===== config.mk =====
export PLATFORM = sky130hd
export DESIGN_NAME = axi_burst_read_engine
export DESIGN_NICKNAME = d
export VERILOG_FILES = /design/src/rtl/axi_dma_pkg.sv /design/src/rtl/axi_burst_calc.sv /design/src/rtl/axi_burst_read_engine.sv
export SDC_FILE = /design/constraint.sdc
export NUM_CORES = 1
export LEC_CHECK = 0
export ABC_AREA = 1
export BUFFER_PORTS_ARGS = -buffer_cell sky130_fd_sc_hd__buf_2
export CORE_MARGIN = 1
export CORE_UTILIZATION = 45
export DETAILED_ROUTE_END_ITERATION = 10
export HOLD_SLACK_MARGIN = 0.06
export PLACE_DENSITY = 0.72
export SYNTH_ARGS = -nofsm -noshare
export SYNTH_HDL_FRONTEND = slang
export SYNTH_SLANG_ARGS = --single-unit

===== constraint.sdc =====
create_clock -name clk -period 11.39 [get_ports clk]
set_input_delay 1.7085 -clock clk [delete_from_list [all_inputs] [get_ports clk]]
set_output_delay 1.7085 -clock clk [all_outputs]
set_load 0.01 [all_outputs]

===== src/rtl/axi_dma_pkg.sv =====
// Shared AXI DMA definitions: burst/response encodings, the 4 KB boundary
// and the read-engine FSM state type.
package axi_dma_pkg;

  localparam logic [1:0] AXI_BURST_INCR  = 2'b01;

  localparam logic [1:0] AXI_RESP_OKAY   = 2'b00;
  localparam logic [1:0] AXI_RESP_SLVERR = 2'b10;
  localparam logic [1:0] AXI_RESP_DECERR = 2'b11;

  localparam int AXI_4K_BOUNDARY = 4096;

  typedef enum logic [1:0] {
    ST_IDLE = 2'd0,
    ST_RUN  = 2'd1,
    ST_DONE = 2'd2
  } rd_state_e;

endpackage


===== src/rtl/axi_burst_calc.sv =====
// Combinational burst sizing: picks the largest INCR burst that fits the
// remaining beats, the maximum burst length and the distance to the next
// 4 KB page. Shared between the read and write engines.
module axi_burst_calc
  import axi_dma_pkg::*;
#(
  parameter int DATA_WIDTH      = 32,
  parameter int MAX_BURST_BEATS = 16
) (
  input  logic [11:0] i_addr_lo,
  input  logic [31:0] i_remain_beats,
  output logic [8:0]  o_beats,
  output logic [7:0]  o_arlen
);

  localparam int BPB      = DATA_WIDTH / 8;
  localparam int BPB_LOG2 = $clog2(BPB);
  localparam logic [31:0] MAX_BEATS = 32'(MAX_BURST_BEATS);

  logic [12:0] bytes_to_4k;
  logic [31:0] beats_to_4k;
  logic [31:0] limit;

  // Minimum of remaining beats, burst cap and beats left in this 4 KB page
  always_comb begin
    bytes_to_4k = 13'(AXI_4K_BOUNDARY) - {1'b0, i_addr_lo};
    beats_to_4k = 32'(bytes_to_4k >> BPB_LOG2);
    limit       = i_remain_beats;
    if (MAX_BEATS < limit) begin
      limit = MAX_BEATS;
    end
    if (beats_to_4k < limit) begin
      limit = beats_to_4k;
    end
    o_beats = limit[8:0];
    o_arlen = (limit == 32'd0) ? 8'd0 : 8'(limit - 32'd1);
  end

endmodule


===== src/rtl/axi_burst_read_engine.sv =====
// AXI4 read master for the DMA: splits a byte range into INCR bursts that
// never cross 4 KB, keeps several bursts outstanding and streams returned
// beats into the DMA data FIFO.
module axi_burst_read_engine
  import axi_dma_pkg::*;
#(
  parameter int C_M_AXI_ADDR_WIDTH = 32,
  parameter int C_M_AXI_DATA_WIDTH = 32,
  parameter int MAX_BURST_BEATS    = 16,
  parameter int MAX_OUTSTANDING    = 4
) (
  input  logic                          clk,
  input  logic                          reset_n,
  input  logic                          i_start,
  input  logic [C_M_AXI_ADDR_WIDTH-1:0] i_src_addr,
  input  logic [31:0]                   i_total_len,
  output logic                          o_busy,
  output logic                          o_read_done,
  output logic                          o_read_err,
  input  logic                          i_fifo_full,
  output logic                          o_fifo_push,
  output logic [C_M_AXI_DATA_WIDTH-1:0] o_r_data,
  output logic [C_M_AXI_ADDR_WIDTH-1:0] m_axi_araddr,
  output logic [7:0]                    m_axi_arlen,
  output logic [2:0]                    m_axi_arsize,
  output logic [1:0]                    m_axi_arburst,
  output logic                          m_axi_arvalid,
  input  logic                          m_axi_arready,
  input  logic [C_M_AXI_DATA_WIDTH-1:0] m_axi_rdata,
  input  logic [1:0]                    m_axi_rresp,
  input  logic                          m_axi_rlast,
  input  logic                          m_axi_rvalid,
  output logic                          m_axi_rready
);

  localparam int BPB      = C_M_AXI_DATA_WIDTH / 8;
  localparam int BPB_LOG2 = $clog2(BPB);
  localparam int OUT_W    = $clog2(MAX_OUTSTANDING + 1);
  localparam logic [OUT_W-1:0] OUT_MAX = OUT_W'(MAX_OUTSTANDING);
  localparam logic [C_M_AXI_ADDR_WIDTH-1:0] ADDR_MASK = ~(C_M_AXI_ADDR_WIDTH'(BPB - 1));

  rd_state_e                   state_q, state_d;
  logic [C_M_AXI_ADDR_WIDTH-1:0] addr_q, addr_d;
  logic [31:0]                 remain_q, remain_d;
  logic [7:0]                  arlen_q, arlen_d;
  logic                        arvalid_q, arvalid_d;
  logic [OUT_W-1:0]            outstanding_q, outstanding_d;
  logic                        err_q, err_d;

  logic [C_M_AXI_ADDR_WIDTH-1:0] calc_addr;
  logic [31:0]                 calc_remain;
  logic [8:0]                  calc_beats;
  logic [7:0]                  calc_arlen;
  logic [8:0]                  cur_beats;
  logic                        rready;
  logic                        ar_hs;
  logic                        r_hs;
  logic                        rlast_hs;
  logic                        r_err;

  // The sizing logic sees the address/remaining count that will be current
  // next cycle, so arlen is ready alongside a back-to-back arvalid.
  axi_burst_calc #(
    .DATA_WIDTH      (C_M_AXI_DATA_WIDTH),
    .MAX_BURST_BEATS (MAX_BURST_BEATS)
  ) u_calc (
    .i_addr_lo      (calc_addr[11:0]),
    .i_remain_beats (calc_remain),
    .o_beats        (calc_beats),
    .o_arlen        (calc_arlen)
  );

  // Handshake decode for both AXI channels
  always_comb begin
    rready    = (state_q == ST_RUN) && !i_fifo_full;
    ar_hs     = arvalid_q && m_axi_arready;
    r_hs      = m_axi_rvalid && rready;
    rlast_hs  = r_hs && m_axi_rlast;
    r_err     = (m_axi_rresp == AXI_RESP_SLVERR) || (m_axi_rresp == AXI_RESP_DECERR);
    cur_beats = {1'b0, arlen_q} + 9'd1;
  end

  // FSM next state plus issue/receive bookkeeping
  always_comb begin
    state_d       = state_q;
    outstanding_d = outstanding_q;
    err_d         = err_q;
    calc_addr     = addr_q;
    calc_remain   = remain_q;
    case (state_q)
      ST_IDLE: begin
        if (i_start) begin
          state_d       = ST_RUN;
          calc_addr     = i_src_addr & ADDR_MASK;
          calc_remain   = i_total_len >> BPB_LOG2;
          outstanding_d = '0;
          err_d         = 1'b0;
        end
      end
      ST_RUN: begin
        if (ar_hs) begin
          calc_addr   = addr_q + (C_M_AXI_ADDR_WIDTH'(cur_beats) << BPB_LOG2);
          calc_remain = remain_q - 32'(cur_beats);
        end
        case ({ar_hs, rlast_hs})
          2'b10:   outstanding_d = outstanding_q + OUT_W'(1);
          2'b01:   outstanding_d = outstanding_q - OUT_W'(1);
          default: outstanding_d = outstanding_q;
        endcase
        if (r_hs && r_err) begin
          err_d = 1'b1;
        end
        if ((calc_remain == 32'd0) && (outstanding_d == '0)) begin
          state_d = ST_DONE;
        end
      end
      ST_DONE: begin
        state_d = ST_IDLE;
      end
      default: begin
        state_d = ST_IDLE;
      end
    endcase
    addr_d    = calc_addr;
    remain_d  = calc_remain;
    arvalid_d = (state_d == ST_RUN) && (calc_beats != 9'd0) && (outstanding_d < OUT_MAX);
  end

  // Burst length for the request presented next cycle
  always_comb begin
    arlen_d = calc_arlen;
  end

  // State registers, cleared asynchronously
  always_ff @(posedge clk or negedge reset_n) begin
    if (!reset_n) begin
      state_q       <= ST_IDLE;
      addr_q        <= '0;
      remain_q      <= '0;
      arlen_q       <= '0;
      arvalid_q     <= 1'b0;
      outstanding_q <= '0;
      err_q         <= 1'b0;
    end else begin
      state_q       <= state_d;
      addr_q        <= addr_d;
      remain_q      <= remain_d;
      arlen_q       <= arlen_d;
      arvalid_q     <= arvalid_d;
      outstanding_q <= outstanding_d;
      err_q         <= err_d;
    end
  end

  assign m_axi_araddr  = addr_q;
  assign m_axi_arlen   = arlen_q;
  assign m_axi_arsize  = 3'(BPB_LOG2);
  assign m_axi_arburst = AXI_BURST_INCR;
  assign m_axi_arvalid = arvalid_q;
  assign m_axi_rready  = rready;
  assign o_fifo_push   = r_hs;
  assign o_r_data      = m_axi_rdata;
  assign o_busy        = (state_q != ST_IDLE);
  assign o_read_done   = (state_q == ST_DONE);
  assign o_read_err    = err_q;

endmodule


# Word-level counts from Yosys, hierarchy flattened

Cells that the tools add are included.

Flip-flop bits (word level): 79
Bits in latches: 0
Bits in writable memories: 0
ROM bits: 0
Input bits: 105
Output and inout bits: 83
Logic and storage cells: 67
Memories: 0

$add $sub $neg: 7
Multipliers: 0
Div/mod/pow operators: 0
$lt $le $gt $ge: 3
Eq/ne operators: 10
Shift operators: 0
Multiplexer cells: 20
Bitwise operators: 0
Reductions and logical operators: 19

Operators by type and width:

| operator                                                              | count |
|---|---|
| 32-bit 2-to-1 mux                                                     | 7 |
| 32-bit case mux with 2 select lines                                   | 2 |
| 32-bit zero test                                                      | 2 |
| 32-bit by 11-bit adder with 32-bit output                             | 1 |
| 11-bit by 32-bit < comparator with 1-bit output                       | 1 |
| 5-bit by 32-bit < comparator with 1-bit output, first input constant  | 1 |
| 32-bit by 9-bit subtractor with 32-bit output                         | 1 |
| 13-bit by 12-bit subtractor with 13-bit output, first input constant  | 1 |
| 3-bit case mux with 2 select lines                                    | 2 |
| 8-bit by 1-bit adder with 9-bit output, second input constant         | 1 |
| 9-bit nonzero test                                                    | 1 |
| 2-bit equality test, second input constant                            | 4 |
| 1-bit logical AND                                                     | 8 |
| 8-bit 2-to-1 mux                                                      | 1 |
| 8-bit by 1-bit subtractor with 8-bit output, second input constant    | 1 |
| 2-bit by 1-bit equality test with 1-bit output, second input constant | 3 |
| 3-bit 2-to-1 mux                                                      | 2 |
| 3-bit AND reduction                                                   | 2 |
| 2-bit 2-to-1 mux                                                      | 2 |
| 2-bit inequality test, second input constant                          | 2 |
| 2-bit case mux with 2 select lines                                    | 1 |
| 2-bit nonzero test                                                    | 2 |
| 3-bit by 1-bit adder with 3-bit output, second input constant         | 1 |
| 3-bit zero test                                                       | 1 |
| other kinds (8)                                                       | 9 |

# Logic depth before layout (Yosys ltp)

Word-level depth: 14
Depth in mapped cells: 41
Depth with buffers taken out: 41

# Modules after synthesis

From an unflattened synthesis, not the netlist that was laid out.

Cell total of the unflattened synthesis: 1151
Area total of the unflattened synthesis: 7686.1 sq um

Modules (own cells, without submodules):

| module                | times used | cells each | area each (sq um) |
|---|---|---|---|
| axi_burst_read_engine | 1          | 965        | 6616.3 |
| axi_burst_calc        | 1          | 186        | 1069.8 |

# Worst setup path after synthesis

No wires, ideal clock.

Path kind: input-to-reg
Start point: input i_start
End point: register arlen_q[3] (netlist: m_axi_arlen[3])
Library setup time: 0.119 ns
Data arrival time: 5.198 ns
Path slack: 6.073 ns
Stages: 30
Buffers on the path: 1
Cells stage by stage: nand2_2 -> inv_2 -> buf_2 -> a22o_1 -> a21oi_4 -> nand2_2 -> nor2_2 -> inv_2 -> nor2_2 -> inv_2 -> nor2_2 -> inv_2 -> nor2_4 -> nand2_2 -> nor2_4 -> nand4_4 -> nor2_1 -> nor2_1 -> nor2_1 -> ha_1 -> a21o_1 -> a21oi_1 -> nand3_1 -> nand2_1 -> ha_1 -> nand3_1 -> nor2_1 -> nand3_4 -> inv_4 -> nor2_2

Cells in the longest elaborated chain, start to end: 8
Elaborated cells between the ends (all ways): 12
Those cells by class: add/sub (2); order compare (2); mux (7); reduce/logical (1)

RTL lines:

| what                                                                                   | RTL line                     | RTL |
|---|---|---|
| from (decl)                                                                            | axi_burst_read_engine.sv:14  | `input logic i_start,` |
| 32-bit 2-to-1 mux                                                                      | axi_burst_read_engine.sv:92  | `if (i_start) begin` |
| 32-bit case mux with 2 select lines                                                    | axi_burst_read_engine.sv:90  | `case (state_q)` |
| 5-bit by 32-bit < comparator with 1-bit output                                         | axi_burst_calc.sv:29         | `if (MAX_BEATS < limit) begin` |
| 32-bit 2-to-1 mux                                                                      | axi_burst_calc.sv:29         |  |
| 11-bit by 32-bit < comparator with 1-bit output                                        | axi_burst_calc.sv:32         | `if (beats_to_4k < limit) begin` |
| 32-bit 2-to-1 mux *                                                                    | axi_burst_calc.sv:32         |  |
| 8-bit by 1-bit subtractor with 8-bit output / 32-bit zero test (equally long branches) | axi_burst_calc.sv:36         | `o_arlen = (limit == 32'd0) ? 8'd0 : 8'(limit - 32'd1);` |
| 8-bit 2-to-1 mux *                                                                     | axi_burst_calc.sv:36         |  |
| named net arlen_d[3]                                                                   | axi_burst_read_engine.sv:45  | `logic [7:0] arlen_q, arlen_d;` |
| to (signal assigned)                                                                   | axi_burst_read_engine.sv:148 | `arlen_q <= arlen_d;` |
| to (decl)                                                                              | axi_burst_read_engine.sv:45  |  |

The timed path passes the listed nets; every way through them passes the cells marked *. The select of a mux whose other input is x is not followed.
A chain may end at the register's enable or synchronous reset.

# Worst setup path after layout

Start point: input m_axi_arready
End point: register arlen_q[3] (netlist: m_axi_arlen[3])

Elaborated cells between the ends (all ways): 14
Those cells by class: add/sub (2); order compare (2); mux (8); reduce/logical (2)

RTL lines:

| what                                                                                   | RTL line                     | RTL |
|---|---|---|
| from (decl)                                                                            | axi_burst_read_engine.sv:28  | `input logic m_axi_arready,` |
| 1-bit logical AND *                                                                    | axi_burst_read_engine.sv:76  | `ar_hs = arvalid_q && m_axi_arready;` |
| 32-bit 2-to-1 mux *                                                                    | axi_burst_read_engine.sv:101 | `if (ar_hs) begin` |
| 32-bit case mux with 2 select lines *                                                  | axi_burst_read_engine.sv:90  |  |
| named net addr_d[3]                                                                    | axi_burst_read_engine.sv:43  | `logic [C_M_AXI_ADDR_WIDTH-1:0] addr_q, addr_d;` |
| 13-bit by 12-bit subtractor with 13-bit output *                                       | axi_burst_calc.sv:26         | `bytes_to_4k = 13'(AXI_4K_BOUNDARY) - {1'b0, i_addr_lo};` |
| 11-bit by 32-bit < comparator with 1-bit output                                        | axi_burst_calc.sv:32         |  |
| 32-bit 2-to-1 mux *                                                                    | axi_burst_calc.sv:32         |  |
| 8-bit by 1-bit subtractor with 8-bit output / 32-bit zero test (equally long branches) | axi_burst_calc.sv:36         |  |
| 8-bit 2-to-1 mux *                                                                     | axi_burst_calc.sv:36         |  |
| named net arlen_d[3]                                                                   | axi_burst_read_engine.sv:45  |  |

Marked as above.

==> flow_summary.toml <==
[clock_tree]
clock_tree_from_tritoncts = "built"
cts-htree-levels = 3
clk_pin_slew_worst_paths_ns = 0.06
clock_tree.root_cell = "sky130_fd_sc_hd__clkbuf_16"
clock_sink_count = 79
cts_buffers = 9
clock_latency_at_the_later_pin_of_the_worst_skew_pair_ns = 0.36
post_cts.resized_instances = 0
postCtsSetupBuffers = 0
cts_max_path_buffers = 2
post_cts_hold_buffer_count = 0

[worst_setup_path]
worst_r2r_dst = "m_axi_arlen[3]$_DFF_PN0_"
cp_num_buf_inv = 6
worstPathMaxFanout = 17
startpoint = "m_axi_arready"
critPathLaunchType = "input port"
critical_path_start_end_classification = "in -> reg"
crit_family = "simple AND/OR/NAND/NOR gates"
regToRegSetupSlack_ns = 5.26
critical_path_arrival_ns = 6.47
timing.critical_path.slowest_stage_cell = "sky130_fd_sc_hd__a21oi_1"
reg2reg_from = "state_q[1]$_DFF_PN0_"
setup.worst_path.end_class = "register"
worst_r2r_path_depth = 29
worst_ep_required_time_ns = 11.64
crit_top_cell = "sky130_fd_sc_hd__nor2_2"
cpPeakStageDelay_ns = 0.49

[global_routing]
grt-ovfl-total = 0
first_global_vias = 6643
globalRouteTotalUtil_pct = 26.12
grt_max_degree = 60
first_pass_grt_wire_length_um = 33410
antenna_found_initial = 0

[timing]
period_needed_ns = 6.226
rsz0062_at_grt = "false"
fmaxAchievable_mhz = 160.6
relSlewSlack_pct = 43.73
final.setup_skew_ns = 0.01144
final_tns_setup_ns = 0
setup_viol = 0
hold_viol_final = 0
setup_slack_after_layout_ns = 5.164
maxSlewViolCount = 0
period_share_pct = 54.67
worstMarginPinSlew_ns = 0.8441

[hold_path]
worstHoldPathType = "reg -> reg"
hold_path_startpoint = "m_axi_araddr[1]$_DFF_PN0_"
hold_path_depth = 2
worstHoldEndpoint = "m_axi_araddr[1]$_DFF_PN0_"

[synth]
synthesis.yosys.warnings = 0
synth-xor-area-share_pct = 1.791
ys_ff_latch = 79
area_fraction_in_compound_gates_after_synthesis_pct = 12.86
main_combinational_cell_family_by_area_after_synthesis = "simple AND/OR/NAND/NOR gates"
synth.cells.most_frequent = "273 x sky130_fd_sc_hd__nand2_1, 163 x sky130_fd_sc_hd__inv_1, 110 x sky130_fd_sc_hd__nor2_1"
synthesis.area_per_instance_sq_um = 6.587
ys_seq_area_share_pct = 27.21
synth.most_common_cell = "sky130_fd_sc_hd__nand2_1"
async_reset_ff_share_pct = 100.0
synthesis.instances = 1103
arithmetic_cell_share_of_the_synthesized_area_counting_full_adders_half_adders_and_majority_gates_pct = 6.337
synth_edf_count = 0
yosys.area.top_type_share_pct = 27.21
synth_simple_gate_area_share_pct = 36.90
synth_top_area_cell = "sky130_fd_sc_hd__dfrtp_1"
synth_area_sq_um = 7266
biggest_area_contributors_in_the_synthesized_netlist = "sky130_fd_sc_hd__dfrtp_1 27%, sky130_fd_sc_hd__nand2_1 14%, sky130_fd_sc_hd__inv_1 8.4%"
synth.mux.area_fraction_pct = 0
yosys.cell_types.count = 59
synth_flop_cell = "sky130_fd_sc_hd__dfrtp_1"

[floorplan]
die_height_um = 129.1
floorplan.initialDensity_pct = 45.91
floorplan.io_pins = 188
design.die.area_sq_um = 16660
die_w_um = 129.1
core_sq_um = 15830
number_of_rows_created_at_floorplan = 46

[outcome]
outcome = "complete, no violations"

[drt]
routed_wire_length_per_instance_um = 15.08
vias = 7366
detail_route.vias_per_cell = 5.265
first_iter_violations = 580
drt_drc_violations_left = 0
detail-route-antenna-nets = 0
detailedRoute.firstPassIterationCount = 5
wirelength_um = 21090

[power]
share_seq_of_total_power_pct = 23.0
leakagePower_uw = 0.004281
power.internal_uw = 1002
clock_power_share_pct = 14.7
ir_worst_vdd_v = 0.0002034
combinational_group_share_of_total_power_pct = 62.3
p_switching_uw = 1051
netSwitchingFraction_pct = 51.21
powerDensity_nw_per_um2 = 255.5

[placed_design]
dpl_hpwl_um = 16120
preCtsSetupSlack_ns = 4.786
portBuffers = 113
routabilityCongestion = 0.9475
placed_cells = 1383

[layout]
post_route_cells_drive_above_1_share_pct = 16.23
stdcell_count = 1399
final_core_util_pct = 50.76
antenna_cells_inserted = 0
flow.area_growth_from_synthesis_pct = 10.57
nNetsFinal = 1318

[run]
max_cap_violations = 0
==> metal layers <==
metal / vias to the layer above / GRT usage (%) / part of all wire (%)
li1: 3688 / - / -
met1: 3414 / 35.89 / 46
met2: 232 / 42.03 / 46
met3: 32 / 3.055 / 6.1
met4: 0 / 10.24 / 2.5
met5: - / 0 / 0
==> flip-flops by register name (all words and copies together), names as in the netlist <==
register,cells
m_axi_arvalid,1
m_axi_araddr,32
remain_q,32
state_q,2
m_axi_arlen,8
o_read_err,1
outstanding_q,3
==> placed cells by master (no fill, tap or decap), types with 10 or more instances in the layout <==
cell	count
sky130_fd_sc_hd__nand2_1	273
sky130_fd_sc_hd__inv_1	163
sky130_fd_sc_hd__buf_2	112
sky130_fd_sc_hd__nor2_1	110
sky130_fd_sc_hd__nand3_1	106
sky130_fd_sc_hd__dfrtp_1	79
sky130_fd_sc_hd__a21oi_1	48
sky130_fd_sc_hd__o21ai_0	34
sky130_fd_sc_hd__ha_1	32
sky130_fd_sc_hd__nand4_1	26
sky130_fd_sc_hd__o211ai_1	17
sky130_fd_sc_hd__nor2_2	15
sky130_fd_sc_hd__nor3_1	15
sky130_fd_sc_hd__a22oi_1	15
sky130_fd_sc_hd__nand2_2	13
sky130_fd_sc_hd__xor2_1	11
sky130_fd_sc_hd__conb_1	11
sky130_fd_sc_hd__inv_2	10
==> cells by family (layout without fill, tap and decap cells) <==
family / Yosys count / count (layout)
AO/OA/AOI/OAI: 148 / 148
AND/OR/NAND/NOR: 590 / 590
flip-flops: 79 / 79
XOR/XNOR: 14 / 14
adder cells (fa/ha/maj): 35 / 35
buffers and inverters: 235 / 306
other: 2 / 11
==> final cells by class <==
cell class,instances,area (sq um)
inverter,175,659.4
timing repair buffer,115,583.1
fill,1639,7794
tap,216,270.3
multi-input combinational,798,4248
clock inverter,7,71.32
clock buffer,9,225.2
sequential,79,1977
==> power groups by stage <==
stage,clock network [uW],logic [uW],registers [uW]
finish,303,1280,472
global route,316,1460,484
CTS,305,1270,470
detailed placement,0,1260,473
global placement,0,1230,472
floorplan,0,954,476
==> metrics by stage <==
stage	hold WS, ns	power [uW]	area, sq um
after global placement	0.5083	1704	7737
after detailed placement	0.5085	1737	7737
after global routing	0.5750	2259	8034
after CTS	0.5188	2047	8034
final	0.5200	2053	8034
after floorplan	0.5070	1430	7300
==> worst min-delay path, stage by stage, from the launching register on <==
cell	delay [ns]
sky130_fd_sc_hd__dfrtp_1	0.37
sky130_fd_sc_hd__inv_1	0.05
sky130_fd_sc_hd__nor2_1	0.06
==> how the worst max path moves through the flow <==
stage / endpoint / slack (ns) / cells after the start
after floorplan: m_axi_arlen[3]$_DFF_PN0_ / 6.07 / 30
after global placement: m_axi_arlen[3]$_DFF_PN0_ / 4.91 / 30
after detailed placement: m_axi_arlen[3]$_DFF_PN0_ / 4.79 / 29
after CTS: m_axi_arlen[3]$_DFF_PN0_ / 5.13 / 29
after global routing: m_axi_arlen[3]$_DFF_PN0_ / 4.65 / 29
final: m_axi_arlen[3]$_DFF_PN0_ / 5.16 / 29
No activity file was read; power rests on OpenSTA's default activity.
